--- src/rtl/dispsel_ctrl.sv ---
// Display-selection controller: synchronizes and debounces the next/prev keys and the
// auto-rotate switch, and steps the 7-entry display selection on key presses or a timer.
module dispsel_ctrl #(
    parameter int unsigned DEBOUNCE_CYCLES = 500000,
    parameter int unsigned AUTO_CYCLES     = 100000000
) (
    input  logic       clk,
    input  logic       reset,
    input  logic       key_next_n,
    input  logic       key_prev_n,
    input  logic       auto_en,
    output logic [2:0] sel,
    output logic       sel_changed
);

    localparam int unsigned DW = (DEBOUNCE_CYCLES > 2) ? $clog2(DEBOUNCE_CYCLES) : 1;
    localparam int unsigned AW = (AUTO_CYCLES > 2) ? $clog2(AUTO_CYCLES) : 1;
    localparam logic [DW-1:0] DEB_LAST  = DW'(DEBOUNCE_CYCLES - 1);
    localparam logic [AW-1:0] AUTO_LAST = AW'(AUTO_CYCLES - 1);

    typedef enum logic [2:0] {
        CC    = 3'd0,
        PC    = 3'd1,
        INSTR = 3'd2,
        X     = 3'd3,
        OP    = 3'd4,
        STATE = 3'd5,
        ADDR  = 3'd6
    } dispsel_t;

    // Index 0 = next key, index 1 = prev key.
    logic [1:0]    key_m;
    logic [1:0]    key_s;
    logic [1:0]    stable;
    logic [1:0]    ev;
    logic [DW-1:0] deb_cnt [2];
    logic          auto_m;
    logic          auto_s;
    logic [AW-1:0] auto_cnt;
    dispsel_t      sel_q;
    logic          auto_tick_c;

    function automatic dispsel_t sel_next(input dispsel_t s);
        case (s)
            CC:      sel_next = PC;
            PC:      sel_next = INSTR;
            INSTR:   sel_next = X;
            X:       sel_next = OP;
            OP:      sel_next = STATE;
            STATE:   sel_next = ADDR;
            default: sel_next = CC;
        endcase
    endfunction

    function automatic dispsel_t sel_prev(input dispsel_t s);
        case (s)
            CC:      sel_prev = ADDR;
            ADDR:    sel_prev = STATE;
            STATE:   sel_prev = OP;
            OP:      sel_prev = X;
            X:       sel_prev = INSTR;
            INSTR:   sel_prev = PC;
            default: sel_prev = CC;
        endcase
    endfunction

    assign auto_tick_c = auto_s && (auto_cnt == AUTO_LAST);
    assign sel         = sel_q;

    always_ff @(posedge clk) begin
        if (reset) begin
            key_m       <= 2'b11;
            key_s       <= 2'b11;
            stable      <= 2'b11;
            ev          <= 2'b00;
            deb_cnt[0]  <= '0;
            deb_cnt[1]  <= '0;
            auto_m      <= 1'b0;
            auto_s      <= 1'b0;
            auto_cnt    <= '0;
            sel_q       <= CC;
            sel_changed <= 1'b0;
        end else begin
            key_m  <= {key_prev_n, key_next_n};
            key_s  <= key_m;
            auto_m <= auto_en;
            auto_s <= auto_m;

            // Debounce: accept a new level only after DEBOUNCE_CYCLES disagreeing cycles.
            for (int i = 0; i < 2; i++) begin
                ev[i] <= 1'b0;
                if (key_s[i] == stable[i]) begin
                    deb_cnt[i] <= '0;
                end else if (deb_cnt[i] == DEB_LAST) begin
                    stable[i]  <= key_s[i];
                    deb_cnt[i] <= '0;
                    ev[i]      <= ~key_s[i];
                end else begin
                    deb_cnt[i] <= deb_cnt[i] + DW'(1);
                end
            end

            if ((|ev) || !auto_s || auto_tick_c) begin
                auto_cnt <= '0;
            end else begin
                auto_cnt <= auto_cnt + AW'(1);
            end

            // Key events take priority over the auto tick; both keys together cancel.
            case (ev)
                2'b01: begin
                    sel_q       <= sel_next(sel_q);
                    sel_changed <= 1'b1;
                end
                2'b10: begin
                    sel_q       <= sel_prev(sel_q);
                    sel_changed <= 1'b1;
                end
                2'b11: begin
                    sel_changed <= 1'b0;
                end
                default: begin
                    if (auto_tick_c) begin
                        sel_q       <= sel_next(sel_q);
                        sel_changed <= 1'b1;
                    end else begin
                        sel_changed <= 1'b0;
                    end
                end
            endcase
        end
    end

endmodule

--- config.mk ---
export PLATFORM = sky130hd
export DESIGN_NAME = dispsel_ctrl
export DESIGN_NICKNAME = d
export VERILOG_FILES = /design/src/rtl/dispsel_ctrl.sv
export SDC_FILE = /design/constraint.sdc
export NUM_CORES = 1
export LEC_CHECK = 0
export CAP_MARGIN = 10
export CORE_MARGIN = 2
export CORE_UTILIZATION = 35
export CTS_CLUSTER_SIZE = 24
export DETAILED_ROUTE_END_ITERATION = 8
export DONT_BUFFER_PORTS = 1
export PLACE_DENSITY = 0.58
export SYNTH_ARGS = -nofsm -noshare
export SYNTH_HDL_FRONTEND = slang
export SYNTH_SLANG_ARGS = --single-unit
--- constraint.sdc ---
create_clock -name clk -period 6.9 [get_ports clk]
set_input_delay 1.035 -clock clk [delete_from_list [all_inputs] [get_ports clk]]
set_output_delay 1.035 -clock clk [all_outputs]
set_load 0.02 [all_outputs]
# --- After elaboration in Yosys (flattened, before gate mapping) ---
# Memory sizes are Yosys's and may differ from the RTL's.
# Index checks and enable logic that the tools add are counted.
word_totals:
  register_bits: 41
  mem_bits_rw: 38
  inputBits: 5
  output_inout_bits: 4
  word_cells: 92
  memories: 1
classes:
  n_addsub: 3
  n_eq_ne: 14
  muxes: 36
  n_bitwise: 13
  n_reduce_logical: 14
mem_list:
  columns: ["memory", "words", "word_bits", "read_ports", "rd_clocked_by_memory_dff", "write_ports", "line", "source"]
  rows:
  - ["deb_cnt", 2, 19, 2, 0, 2, "36", "logic [DW-1:0] deb_cnt [2];"]
op_table:
  columns: ["op", "count"]
  rows:
  - ["$mux W19", 6]
  - ["$add A19 B1 Y19 const B", 2]
  - ["$eq A19 B19 Y1 const B", 2]
  - ["$pmux W3 S6", 2]
  - ["$add A27 B1 Y27 const B", 1]
  - ["$eq A27 B27 Y1 const B", 1]
  - ["$mux W1", 25]
  - ["$eq A3 B3 Y1 const B", 3]
  - ["$pmux W3 S3", 1]
  - ["$not A1 Y1", 7]
  - ["$eq A3 B2 Y1 const B", 2]
  - ["$or A1 B1 Y1", 6]
  - ["$reduce_and A2 Y1", 3]
  - ["$reduce_or A2 Y1", 3]
  - ["$reduce_or A3 Y1", 2]
  - ["$eq A2 B2 Y1 const B", 2]
  - ["$eq A3 B1 Y1 const B", 1]
  - ["$logic_not A3 Y1", 1]
  - ["$mux W3", 1]
  - ["$reduce_bool A3 Y1", 1]
  - ["$eq A1 B1 Y1", 2]
  - ["$eq A2 B1 Y1 const B", 1]
  - ["$logic_or A1 B1 Y1", 2]
  - ["$pmux W1 S2", 1]
  - ["2 further kinds", 2]

# --- Longest topological paths before layout ---
depth:
  depth_word: 7
  ltp_mapped: 8
  mapped_depth_nobuf: 7

# --- Least setup slack after synthesis ---
# No wires, ideal clock.
synth_timing:
  path_type: "register -> register"
  startpoint: "register auto_cnt[17]"
  endpoint: "register sel_q[2], in the netlist sel[2]"
  setup_time_ns: 0.128
  t_arrival_ns: 2.193
  required_time_ns: 6.772
  path_slack_ns: 4.578
  path_stages_with_launch: 6
  path_buffers: 0
  synth_period_minus_slack_ns: 2.322
  path_cell_list: "dfxtp_1 -> or4b_1 -> or4_4 -> o41a_1 -> a221oi_2 -> o22ai_1"
synth_via:
  elab_chain_cells: 4
synth_rtl:
  columns: ["item", "line", "source"]
  rows:
  - ["start: declaration", "39", "logic [AW-1:0] auto_cnt;"]
  - ["start signal: assignment", "106", "auto_cnt <= auto_cnt + AW'(1);"]
  - ["$eq A27 B27 Y1", "67", "assign auto_tick_c = auto_s && (auto_cnt == AUTO_LAST);"]
  - ["$logic_and A1 B1 Y1", "67", null]
  - ["$reduce_bool A3 Y1 (no source line)", null, null]
  - ["$reduce_and A2 Y1 (no source line)", null, null]
  - ["end signal: assignment", "112", "sel_q <= sel_next(sel_q);"]
  - ["end signal: assignment", "116", "sel_q <= sel_prev(sel_q);"]
  - ["end signal: assignment", "124", "sel_q <= sel_next(sel_q);"]
  - ["end: declaration", "40", "dispsel_t sel_q;"]
# No other way between the ends.
# A chain may end at the register's enable or synchronous reset.

# --- Final worst setup path ---
layout_timing:
  startpoint: "register auto_cnt[19]"
  endpoint: "register auto_cnt[4]"
layout_via:
  elab_chain_cells: 4
layout_rtl:
  columns: ["item", "line", "source"]
  rows:
  - ["$eq A27 B27 Y1", "67", null]
  - ["$logic_and A1 B1 Y1", "67", null]
  - ["$logic_or A1 B1 Y1", "103", "if ((|ev) || !auto_s || auto_tick_c) begin"]
  - ["$reduce_or A2 Y1 (no source line)", null, null]
# No other way between the ends.

==> results.ini <==
[clocking]
clk_pin_slew_ns=0.08
clk_latency_ns=0.35
cts_root_buf=clkbuf_8
clockBufferDepth=2
cts-resized-gates=0
htree_num_levels=3
cts_buffers=9
post_cts_buffers=0
hold_buffers=0
clock-sinks=79
cts_tree=done

[sta]
tightest_slew_ns=0.919
finalSetupViolations=0
period_share_pct=41.5
finClkSkew_ns=0.00579
fmax_mhz=350
period_minus_slack_ns=2.86
drv_slew=0
finalHoldViolCount=0
tns_ns=0
rsz0062_at_grt=no
slew-limit-headroom_pct=38.7
worst_slack_ns=4.04

[global_route]
grt_max_degree=28
grtUsageMet2_pct=19.8
grt_util_met3_pct=4.00
grt-busiest-layer=met2
grt_usage_pct=12.6
overflow=0
grt_antenna_before_repair=1
grt_pass1_vias=2608
grtUsageMet1_pct=15.7
grt_pass1_wl_mm=11.7

[power_and_ir_drop]
power_frac_clock_pct=41.8
pwr_density_cell_nw_per_um2=214
seqPwrFrac_pct=55.5
power_leakage_nw=1.45
total_power_w=0.000930
p_int_w=0.000726
p_switching_w=0.000204
ir_drop_mv=0.109
p_sw_share_pct=22.0
comb_power_share_pct=2.7

[placed_design]
place_congestion=0.786
portBuffers=0
place_ws_ns=4.02
place_hpwl_mm=4.68
postPlaceCellArea_sq_um=4120

[final_layout]
drive_above_1_share_pct=5.67
design_area_sq_um=4350
fillers=1073
multi_input_area_sq_um=1950
seq_area_sq_um=1960
syn_to_final_growth_pct=12.5
final_nets=446

[synth]
netlist_area_sq_um=3870
synth_most_common_cell=nor2_1
netlist_instances=401
synth_cell_types=45
ys_top_cells_by_count=nor2_1 (82), dfxtp_1 (41), edfxtp_1 (38)
async_flop_share_pct=0
synth_top_cell_by_area=edfxtp_1
ys.flop_type=dfxtp_1
ys_warn_count=0
ys_seq_area_share_pct=50.7
avgSynthCellArea_sq_um=9.65
synth_edf_count=38
synth_seq_cells=79
synthDominantCellAreaShare_pct=29.5
synth_area_leaders=edfxtp_1 (29%), dfxtp_1 (21%), nor2_1 (8.0%), xor2_1 (7.9%), xnor2_1 (5.9%)

[worst_setup_path]
arrival_ns=3.06
crit_path_end_kind=flop
cp.required_ns=7.10
critPathKind=reg2reg
critPathLaunchType=flop
critPathMaxFanout=27

[die]
die_x_um=109
chipHeight_um=109
coreArea_sq_um=10800
row_count=38
dieArea_sq_um=11900
floorplan.initialDensity_pct=35.9
io_pins=9

[route]
drc=0
via_per_inst=4.73
postRouteAntennaNets=0
drtIter0Drc=130
firstDrtPassIters=4
wire_per_inst_um=11.7
vias=2752
wl_mm=6.78

[run_status]
status=finished, final reports clean

[flow_run]
drv_cap=0

[worst_hold_path]
hp-class=reg2reg

==> power by group through the flow <==
| stage | combinational (W) | clock [W] | sequential (W) |
|---|---|---|---|
| after floorplan | 0.0000241 | 0 | 0.000523 |
| after global placement | 0.0000245 | 0 | 0.000526 |
| after detailed placement | 0.0000248 | 0 | 0.000527 |
| after CTS | 0.0000250 | 0.000404 | 0.000516 |
| after global routing | 0.0000298 | 0.000422 | 0.000518 |
| final | 0.0000253 | 0.000389 | 0.000516 |
==> metrics by stage <==
stage | utilization, % | instances | hold slack [ns]
global route | 40.3 | 582 | 0.446
global placement | 38.1 | 565 | 0.392
finish | 40.3 | 582 | 0.414
CTS | 40.3 | 581 | 0.417
detailed placement | 38.1 | 565 | 0.396
floorplan | - | 438 | 0.389
==> final timing paths <==
kind,cells after the start,slack (ns),to,from
max,5,4.04,auto_cnt[4]$_SDFF_PP0_,auto_cnt[19]$_SDFF_PP0_
min,1,0.41,key_s[0]$_SDFF_PP1_,key_m[0]$_SDFF_PP1_
max reg2reg,5,4.04,auto_cnt[4]$_SDFF_PP0_,auto_cnt[19]$_SDFF_PP0_
min reg2reg,1,0.41,key_s[0]$_SDFF_PP1_,key_m[0]$_SDFF_PP1_
==> final cells by class <==
cell class,instances,share of cell area (%)
Antenna cell,1,0.0575
Tap cell,140,4.02
Inverter,9,0.776
Multi-Input combinational cell,337,44.7
Clock buffer,11,3.99
Sequential cell,79,45.1
Clock inverter,5,1.41
==> registers in the layout (all words and copies together), names as in the netlist, 2 cells and up <==
signal,count
auto_cnt,27
stable,2
sel,3
key_s,2
ev,2
deb_cnt,38
key_m,2
==> layer usage <==
metal	share of wire [%]	routed length, um
met1	50	3390
met2	45	3040
met3	2.7	181
met4	2.5	169
met5	0	0
==> critical path, stage by stage (launching register included) <==
cell	delay (ns)
dfxtp_1	0.35
or4_1	0.54
or4_4	0.55
nor4_2	0.38
or3_1	0.77
nor2_1	0.11
==> logic make-up (layout without fill, tap and decap cells) <==
group	Yosys count	count (layout)	share of synthesized area [%]
other	1	39	0.0969
buffers and inverters	22	25	2.62
AO/OA/AOI/OAI	17	17	3.20
AND/OR/NAND/NOR	215	215	27.7
adder cells (fa/ha/maj)	5	5	1.62
flip-flops	79	79	50.7
multiplexers	1	1	0.259
XOR/XNOR	61	61	13.8
==> layout by cell type, fill, tap and decap left out, types with 11 or more instances in the layout <==
cell / count
nor2_1: 82
dfxtp_1: 41
edfxtp_1: 38
conb_1: 38
xor2_1: 35
nand2_1: 29
nand3_1: 27
xnor2_1: 26
nand4_1: 14
and3_1: 11
Power figures use the tool's default switching activity.
